**src/rtl/acc_mmu_arb_pkg.sv**
```systemverilog
// Shared types for the accelerator MMU translation-port arbiter.
package acc_mmu_arb_pkg;

    localparam int unsigned XLEN = 64;
    localparam int unsigned VLEN = 64;

    // Same field layout as ariane_pkg::exception_t so the port maps straight onto the core.
    typedef struct packed {
        logic [XLEN-1:0] cause;
        logic [XLEN-1:0] tval;
        logic            valid;
    } exception_t;

    typedef enum logic [1:0] {
        IDLE,
        XLATE,
        RESP
    } state_e;

    typedef struct packed {
        logic [VLEN-1:0] vaddr;
        logic            is_store;
        exception_t      misaligned_ex;
    } payload_t;

    function automatic int unsigned idx_width(input int unsigned n);
        return (n > 1) ? $clog2(n) : 1;
    endfunction

endpackage

```
**src/rtl/acc_mmu_rr_sel.sv**
```systemverilog
// Combinational round-robin picker: first requester strictly after rr_ptr, wrapping.
module acc_mmu_rr_sel
    import acc_mmu_arb_pkg::*;
#(
    parameter  int unsigned NrPorts = 2,
    localparam int unsigned IdxW    = idx_width(NrPorts)
) (
    input  logic [NrPorts-1:0] req_i,
    input  logic [IdxW-1:0]    rr_ptr_i,
    output logic [IdxW-1:0]    gnt_idx_o,
    output logic               gnt_valid_o
);

    localparam int unsigned CandW = IdxW + 1;

    logic [CandW-1:0] cand;

    always_comb begin
        gnt_idx_o   = '0;
        gnt_valid_o = 1'b0;
        cand        = '0;
        for (int unsigned i = 1; i <= NrPorts; i++) begin
            cand = CandW'(rr_ptr_i) + CandW'(i);
            if (cand >= CandW'(NrPorts)) begin
                cand = cand - CandW'(NrPorts);
            end
            if (!gnt_valid_o && req_i[cand[IdxW-1:0]]) begin
                gnt_idx_o   = cand[IdxW-1:0];
                gnt_valid_o = 1'b1;
            end
        end
    end

endmodule

```
**src/rtl/acc_mmu_arbiter.sv**
```systemverilog
// Shares the core's single accelerator MMU translation port between NrPorts requesters.
// One translation in flight, round-robin grant, results steered to the owner, watchdog flag.
module acc_mmu_arbiter
    import acc_mmu_arb_pkg::*;
#(
    parameter int unsigned NrPorts       = 2,
    parameter int unsigned VLen          = 64,
    parameter int unsigned PLen          = 56,
    parameter int unsigned PpnW          = 44,
    parameter int unsigned TimeoutCycles = 1024
) (
    input  logic                         clk_i,
    input  logic                         rst_i,
    input  logic                         flush_i,
    input  logic [NrPorts-1:0]           req_i,
    input  logic [NrPorts-1:0][VLen-1:0] vaddr_i,
    input  logic [NrPorts-1:0]           is_store_i,
    input  exception_t [NrPorts-1:0]     misaligned_ex_i,
    output logic [NrPorts-1:0]           dtlb_hit_o,
    output logic [PpnW-1:0]              dtlb_ppn_o,
    output logic [NrPorts-1:0]           resp_valid_o,
    output logic [PLen-1:0]              resp_paddr_o,
    output exception_t                   resp_ex_o,
    output logic                         mmu_req_o,
    output logic [VLen-1:0]              mmu_vaddr_o,
    output logic                         mmu_is_store_o,
    output exception_t                   mmu_misaligned_ex_o,
    input  logic                         mmu_dtlb_hit_i,
    input  logic [PpnW-1:0]              mmu_dtlb_ppn_i,
    input  logic                         mmu_valid_i,
    input  logic [PLen-1:0]              mmu_paddr_i,
    input  exception_t                   mmu_ex_i,
    output logic                         timeout_o
);

    localparam int unsigned IdxW  = idx_width(NrPorts);
    localparam int unsigned WdogW = $clog2(TimeoutCycles + 1);

    state_e           state_q,   state_d;
    logic [IdxW-1:0]  gnt_idx_q, gnt_idx_d;
    logic [IdxW-1:0]  rr_ptr_q,  rr_ptr_d;
    payload_t         payload_q, payload_d;
    logic             drop_q,    drop_d;
    logic [WdogW-1:0] wdog_q,    wdog_d;
    logic             timeout_q, timeout_d;
    logic [PLen-1:0]  paddr_q,   paddr_d;
    exception_t       ex_q,      ex_d;

    logic [IdxW-1:0]  sel_idx;
    logic             sel_valid;

    acc_mmu_rr_sel #(
        .NrPorts (NrPorts)
    ) u_rr_sel (
        .req_i       (req_i),
        .rr_ptr_i    (rr_ptr_q),
        .gnt_idx_o   (sel_idx),
        .gnt_valid_o (sel_valid)
    );

    // Next-state: grant, translate, respond; the walk is never aborted, only its result dropped.
    always_comb begin
        state_d   = state_q;
        gnt_idx_d = gnt_idx_q;
        rr_ptr_d  = rr_ptr_q;
        payload_d = payload_q;
        drop_d    = drop_q;
        wdog_d    = '0;
        timeout_d = timeout_q;
        paddr_d   = paddr_q;
        ex_d      = ex_q;
        unique case (state_q)
            IDLE: begin
                if (sel_valid && !flush_i) begin
                    gnt_idx_d = sel_idx;
                    rr_ptr_d  = sel_idx;
                    payload_d = '{vaddr:         VLEN'(vaddr_i[sel_idx]),
                                  is_store:      is_store_i[sel_idx],
                                  misaligned_ex: misaligned_ex_i[sel_idx]};
                    state_d   = XLATE;
                end
            end
            XLATE: begin
                if (flush_i || !req_i[gnt_idx_q]) begin
                    drop_d = 1'b1;
                end
                if (mmu_valid_i) begin
                    paddr_d = mmu_paddr_i;
                    ex_d    = mmu_ex_i;
                    state_d = RESP;
                end else begin
                    wdog_d = (wdog_q == WdogW'(TimeoutCycles)) ? wdog_q : wdog_q + WdogW'(1);
                    if (wdog_d == WdogW'(TimeoutCycles)) begin
                        timeout_d = 1'b1;
                    end
                end
            end
            RESP: begin
                drop_d  = 1'b0;
                state_d = IDLE;
            end
            default: state_d = IDLE;
        endcase
    end

    always_ff @(posedge clk_i) begin
        if (rst_i) begin
            state_q   <= IDLE;
            gnt_idx_q <= '0;
            rr_ptr_q  <= IdxW'(NrPorts - 1);
            payload_q <= '0;
            drop_q    <= 1'b0;
            wdog_q    <= '0;
            timeout_q <= 1'b0;
            paddr_q   <= '0;
            ex_q      <= '0;
        end else begin
            state_q   <= state_d;
            gnt_idx_q <= gnt_idx_d;
            rr_ptr_q  <= rr_ptr_d;
            payload_q <= payload_d;
            drop_q    <= drop_d;
            wdog_q    <= wdog_d;
            timeout_q <= timeout_d;
            paddr_q   <= paddr_d;
            ex_q      <= ex_d;
        end
    end

    // DTLB hit is zero-latency; the result pulse can still be killed by a same-cycle flush.
    always_comb begin
        dtlb_hit_o   = '0;
        resp_valid_o = '0;
        if (state_q == XLATE) begin
            dtlb_hit_o[gnt_idx_q] = mmu_dtlb_hit_i;
        end
        if (state_q == RESP && !drop_q && !flush_i) begin
            resp_valid_o[gnt_idx_q] = 1'b1;
        end
    end

    assign dtlb_ppn_o          = (state_q == XLATE) ? mmu_dtlb_ppn_i : '0;
    assign mmu_req_o           = (state_q == XLATE);
    assign mmu_vaddr_o         = VLen'(payload_q.vaddr);
    assign mmu_is_store_o      = payload_q.is_store;
    assign mmu_misaligned_ex_o = payload_q.misaligned_ex;
    assign resp_paddr_o        = paddr_q;
    assign resp_ex_o           = ex_q;
    assign timeout_o           = timeout_q;

endmodule
```
**config.mk**
```make
export PLATFORM = sky130hd
export DESIGN_NAME = acc_mmu_arbiter
export DESIGN_NICKNAME = d
export VERILOG_FILES = /design/src/rtl/acc_mmu_arb_pkg.sv /design/src/rtl/acc_mmu_rr_sel.sv /design/src/rtl/acc_mmu_arbiter.sv
export SDC_FILE = /design/constraint.sdc
export NUM_CORES = 1
export LEC_CHECK = 0
export ABC_AREA = 1
export CORE_AREA = 2 2 408 410
export CTS_CLUSTER_DIAMETER = 100
export DETAILED_ROUTE_END_ITERATION = 8
export DIE_AREA = 0 0 410 412
export SLEW_MARGIN = 20
export SYNTH_ARGS = -nofsm -noshare
export SYNTH_HDL_FRONTEND = slang
export SYNTH_SLANG_ARGS = --single-unit
```
**constraint.sdc**
```tcl
create_clock -name clk_i -period 1.3 [get_ports clk_i]
set_input_delay 0.195 -clock clk_i [delete_from_list [all_inputs] [get_ports clk_i]]
set_output_delay 0.195 -clock clk_i [all_outputs]
set_load 0.01 [all_outputs]
```
==> results of run 1 <==
## layer usage
metal  vias up  GRT usage  part of all wire
met5         -          0            0.0015
met4        32    0.03385             0.028
met3       212    0.04894             0.090
met2      1038     0.2442              0.49
met1      9985     0.1690              0.39
li1       9562          -                 -
## cells in the mapped netlist
cell type    n
o21bai_1     1
nor3_1       2
a21oi_1    578
inv_1       67
o211ai_2     1
xnor2_1      2
nand2_1    418
o21ai_0     41
nor2_2       3
o21ai_1    157
ha_1         2
nand3_1    198
nand4_1      4
inv_2        3
buf_4        4
clkbuf_1   120
nand2_2      1
xor2_1       2
buf_1       10
buf_2       60
dfxtp_1    396
nor2_1      75
## path summary, 6_finish.rpt
path                     end  slack, ns
max            dtlb_hit_o[0]      -0.68
min          mmu_vaddr_o[29]       0.08
min reg2reg   resp_ex_o[116]       0.46
max reg2reg    resp_ex_o[98]      -0.62
## state kept, by name, summed over array words and instances (netlist names)
name	count
mmu_vaddr_o	64
mmu_misaligned_ex_o	129
mmu_is_store_o	1
resp_ex_o	129
resp_paddr_o	56
timeout_o	1
wdog_q	11
rr_ptr_q	1
state_q	2
gnt_idx_q	1
drop_q	1
## per-stage QoR
stage / std cells / hold WS, ns / total power, mW / worst slack (ns) / cell area [um^2]
6_report: 5511 / 0.08313 / 39.95 / -0.6791 / 36250
5_1_grt: 5503 / 0.05039 / 41.53 / -0.7712 / 36230
4_1_cts: 5464 / 0.002322 / 39.85 / -0.8171 / 34340
3_5_place_dp: 5338 / 0.4495 / 22.83 / -0.7129 / 31480
3_3_place_gp: 5338 / 0.4464 / 22.81 / -0.6849 / 31480
2_1_floorplan: 2145 / 0.3370 / 16.16 / -0.02009 / 15970
## where the power goes
group | total, mW | internal, mW | switching [mW] | leakage [nW]
clock network | 16.3 | 9.64 | 6.63 | 0.963
registers | 13.8 | 13.0 | 0.773 | 3.35
logic | 9.86 | 5.33 | 4.53 | 9.44
## cells by family (layout without fill, tap and decap cells)
group | after synthesis | in the layout | synth area share
flops | 396 | 396 | 0.4994
simple gates | 701 | 701 | 0.1828
compound gates | 778 | 778 | 0.2459
fa+ha+maj | 2 | 2 | 0.001576
other cells | 0 | 8 | 0
buf+inv | 264 | 1433 | 0.06810
xor+xnor | 4 | 4 | 0.002207
## cell type report
| class | count | area (um^2) | share of cell area |
|---|---|---|---|
| repair buffers | 1260 | 14920 | 0.4115 |
| flip-flops and latches | 396 | 8267 | 0.2281 |
| multi-input cells | 1485 | 8059 | 0.2223 |
| well taps | 2189 | 2739 | 0.07556 |
| clock buffers | 72 | 1572 | 0.04335 |
| clock inverters | 31 | 381.6 | 0.01053 |
| inverters | 70 | 295.3 | 0.008146 |
| diodes | 8 | 20.02 | 0.0005523 |
## tightest hold or removal path: stages
cell and delay, ns:
clkdlybuf4s50_1 0.39, nand2_1 0.06, a21oi_1 0.05
## timing repair
item / in CTS / in global routing
hold endpoints to repair: 53 / 0
pin swaps: 4 / 82
setup buffers: 19 / 13
gates resized for setup: 1803 / 311
hold buffers: 2 / 0
setup endpoints to repair: 824 / 825
gates cloned: 4 / 29
==> flow_summary.json, run 1 <==
{
  "status": "finished with violations",
  "violations": "setup timing",
  "postRouteAntennaNets": 0,
  "syn_nets": 2771,
  "grt_pass1_vias": 19674,
  "grt.overflow.total": 0,
  "clk_pin_slew_worst_paths_ns": 0.06,
  "path_buf_inv": 5,
  "worst-setup-path-type": "reg -> out",
  "maxCapViolCount": 0,
  "cp.required_ns": 1.11,
  "start_util": 0.09665,
  "startpoint": "state_q[0]",
  "ys_ff_latch": 396,
  "ys_types": 22,
  "grt_start_max_net_pins": 62,
  "worstMarginPinSlew_ns": 0.5158,
  "fp.dieW_um": 410,
  "leakage_nw": 13.75,
  "ios": 1053,
  "core_area_um2": 164200,
  "finalSetupViolCount": 696,
  "yosysTopAreaCellShare": 0.4994,
  "drt-vias-per-instance": 3.780,
  "critPathTopFamily": "buffers and inverters",
  "yosysWarnings": 0,
  "cp.depth": 7,
  "num_rows": 149,
  "root_buffer": "clkbuf_16",
  "postLayoutCoreUtil": 0.2207,
  "syn_area_um2": 15870,
  "htreeDepth": 2,
  "final_cell_mix": "clkdlybuf4s50_1 (621), a21oi_1 (472), nand2_1 (329)",
  "finalHoldViolCount": 0,
  "tritoncts": "done",
  "min_from": "vaddr_i[29]",
  "crit_chain": "inv_2 -> nor2_4 -> inv_6 -> buf_6 -> nor3_4 -> buf_6 -> buf_12",
  "wl_per_cell_um": 24.04,
  "netlist_instances": 2145,
  "via_count": 20829,
  "peakVddDrop_v": 0.0009054,
  "p_per_area_nw_per_um2": 1102,
  "grt_pass1_wl_um": 166700,
  "gp_congestion": 0.8964,
  "synthToLayoutAreaGrowth_pct": 128.4,
  "io_buffers": 1052,
  "relSlewSlack": 0.6561,
  "slew_viol_final": 0,
  "layout_commonest_cell": "clkdlybuf4s50_1",
  "fillerInstances": 17832,
  "critPathMaxFanout": 6,
  "grtUsageTotal": 0.1422,
  "critPathMostFrequentCell": "buf_6",
  "drt-total-wl_um": 132500,
  "synthTopCellsByArea": "dfxtp_1 (50%), a21oi_1 (18%), nand2_1 (9.9%), nand3_1 (6.2%), o21ai_1 (4.9%)",
  "end_kind": "output port",
  "drc": 0,
  "clock.fmax_mhz": 505.3,
  "critPathMaxStageDelay_ns": 0.33,
  "fp.dieH_um": 412,
  "cts_buffers": 55,
  "timing.final.ws_setup_ns": -0.6791,
  "clock_tree.buffer_depth": 3,
  "grt_antenna_before_repair": 39,
  "min_period_ns": 1.979,
  "drive_gt1_frac": 0.3757,
  "min_period_over_period": 1.522,
  "worstPathArrival_ns": 1.78,
  "avgSynthCellArea_um2": 7.400,
  "clkSinkCount": 396,
  "first_pass_iters": 6,
  "setup_tns_ns": -205.91,
  "start_kind": "flip-flop",
  "whs_path_depth": 3,
  "min_path_type": "in -> reg",
  "yosysSeqAreaShare": 0.4994,
  "nets": 3894,
  "rsz0062_at_grt": "true",
  "dp_hpwl_um": 104600,
  "reg2reg_depth": 13,
  "cp_slowest_cell": "dfxtp_2",
  "synth_top_area_cell": "dfxtp_1",
  "die-area_um2": 168900,
  "crit-reg2reg-launch": "state_q[0]",
  "clk_latency_ns": 0.65,
  "drtIter0Drc": 1405,
  "skew_ns": 0.02094
}
Note: power is estimated with default switching activity, not from simulation.
==> inputs of run 2 (changes only) <==
--- a/config.mk
+++ b/config.mk
@@ -14,3 +14,4 @@
 export SYNTH_ARGS = -nofsm -noshare
 export SYNTH_HDL_FRONTEND = slang
 export SYNTH_SLANG_ARGS = --single-unit
+export TNS_END_PERCENT = 100
==> results of run 2 <==
Final layout, timing and power as in run 1 (identical DEF).
==> variant, RTL diff (config.mk and constraints of run 2) <==
Add an input register stage for `is_store_i`, without a reset; this delays it by one clock. The other inputs are not delayed to match.
--- a/src/rtl/acc_mmu_arbiter.sv
+++ b/src/rtl/acc_mmu_arbiter.sv
@@ -35,6 +35,12 @@
 
     localparam int unsigned IdxW  = idx_width(NrPorts);
     localparam int unsigned WdogW = $clog2(TimeoutCycles + 1);
+
+    logic [NrPorts-1:0] is_store_q;
+
+    always_ff @(posedge clk_i) begin
+        is_store_q <= is_store_i;
+    end
 
     state_e           state_q,   state_d;
     logic [IdxW-1:0]  gnt_idx_q, gnt_idx_d;
@@ -75,7 +81,7 @@
                     gnt_idx_d = sel_idx;
                     rr_ptr_d  = sel_idx;
                     payload_d = '{vaddr:         VLEN'(vaddr_i[sel_idx]),
-                                  is_store:      is_store_i[sel_idx],
+                                  is_store:      is_store_q[sel_idx],
                                   misaligned_ex: misaligned_ex_i[sel_idx]};
                     state_d   = XLATE;
                 end
Function: changed (a bounded check fails within 4 cycles, from zero or initial values and one cycle with rst_i high).
==> variant against run 2 <==
- the run still ends with setup timing left
- routed wire length is essentially flat
- register-to-register slack gained 0.12 ns
- total power shrank 2.5%
- setup slack lost 0.019 ns
- global-route usage grew 0.24 points
- critical path depth shrank 1
- area after synthesis grew 0.29%
- sequential cell count grew 2
- clock power shrank 6%
- design area shrank 2.4%
- final cell count grew 0.13%
- non-clock buffer count grew 11
- critical path type unchanged
- largest cell class unchanged
==> variant: results <==
group,metric,value,unit
placed_design,dpl.hpwl,104000,µm
cells_and_area,nFillCells,17900,
logic_synthesis,synth_nets,2773,
setup_path,cp_slowest_cell,"dfxtp_4",
sta,setup_violations,622,
logic_synthesis,synth.distinct_cells,21,
route,via_per_inst,3.71,
setup_path,max_stage_delay,0.36,ns
status,violations,"setup timing",
logic_synthesis,synth_common_cells,"a21oi_1 (578), nand2_1 (419), dfxtp_1 (398), nand3_1 (198), o21ai_1 (157)",
setup_path,ff2ff_path_depth,9,
status,status,"complete, but fails checks",
grt,grt_max_degree,68,
sta,setup_ws,-0.698,ns
route,wl_met2,64800,µm
logic_synthesis,synth.top_cells.by_area,"dfxtp_1 (50%), a21oi_1 (18%), nand2_1 (9.9%), nand3_1 (6.2%), o21ai_1 (4.9%)",
clocking,numCtsBuffers,51,
setup_path,crit_arrival,1.80,ns
grt,grt_first_pass_wirelength,169000,µm
setup_path,r2r_slack,-0.50,ns
power_and_ir_drop,ir_drop,0.000941,V
grt,grt_use_total,0.145,
sta,hold_ws,0.0902,ns
sta,final.setup.tns,-185.35,ns
sta,fin_skew,0.0174,ns
placed_design,pre_cts_slack,-0.785,ns
route,wire_per_inst,24.0,µm
[variant: worst max-delay path by stage]
| stage | startpoint | end | slack [ns] | cells after the start |
|---|---|---|---|---|
| 2_1_floorplan | state_q[0] | dtlb_ppn_o[0] | -0.005 | 6 |
| 3_3_place_gp | req_i[0] | mmu_misaligned_ex_o[50] | -0.80 | 8 |
| 3_5_place_dp | req_i[0] | mmu_vaddr_o[59] | -0.78 | 9 |
| 4_1_cts | state_q[0] | dtlb_ppn_o[26] | -0.82 | 7 |
| 5_1_grt | state_q[1] | dtlb_ppn_o[25] | -0.78 | 6 |
| 6_report | state_q[1] | dtlb_ppn_o[25] | -0.70 | 6 |
[variant: metal layers]
layer | track usage | vias up
li1 | - | 9568
met1 | 0.175 | 9847
met2 | 0.248 | 872
met3 | 0.0432 | 156
met4 | 0.0368 | 20
met5 | 0 | -
[variant: final cells by class]
type	instances	area, µm²	share of cell area
Inverter	70	299	0.00845
Tap cell	2189	2740	0.0774
Multi-Input combinational cell	1487	7420	0.210
Clock inverter	27	339	0.00958
Timing Repair Buffer	1271	14800	0.420
Sequential cell	398	8300	0.235
Antenna cell	9	22.5	0.000637
Clock buffer	67	1420	0.0400
[variant: critical path, delay by kind of cell, from the launching register on]
family	cells	cell delay [ns]
and+or+nand+nor	2	0.26
buffers and inverters	4	0.50
DFF	1	0.36
[variant: report_power, final]
group          total, W  leakage (nW)  internal [W]  switching, W
clock network    0.0153         0.869       0.00890       0.00641
logic           0.00980          9.27       0.00530       0.00450
registers        0.0138          3.36        0.0131      0.000735
[variant: logic make-up (layout without fill, tap and decap cells)]
family	count (synthesis)	count (layout)
flip-flops	398	398
AND/OR/NAND/NOR	701	703
AO/OA/AOI/OAI	778	778
adder cells (fa/ha/maj)	2	2
XOR/XNOR	4	4
other	0	9
buffers and inverters	264	1435
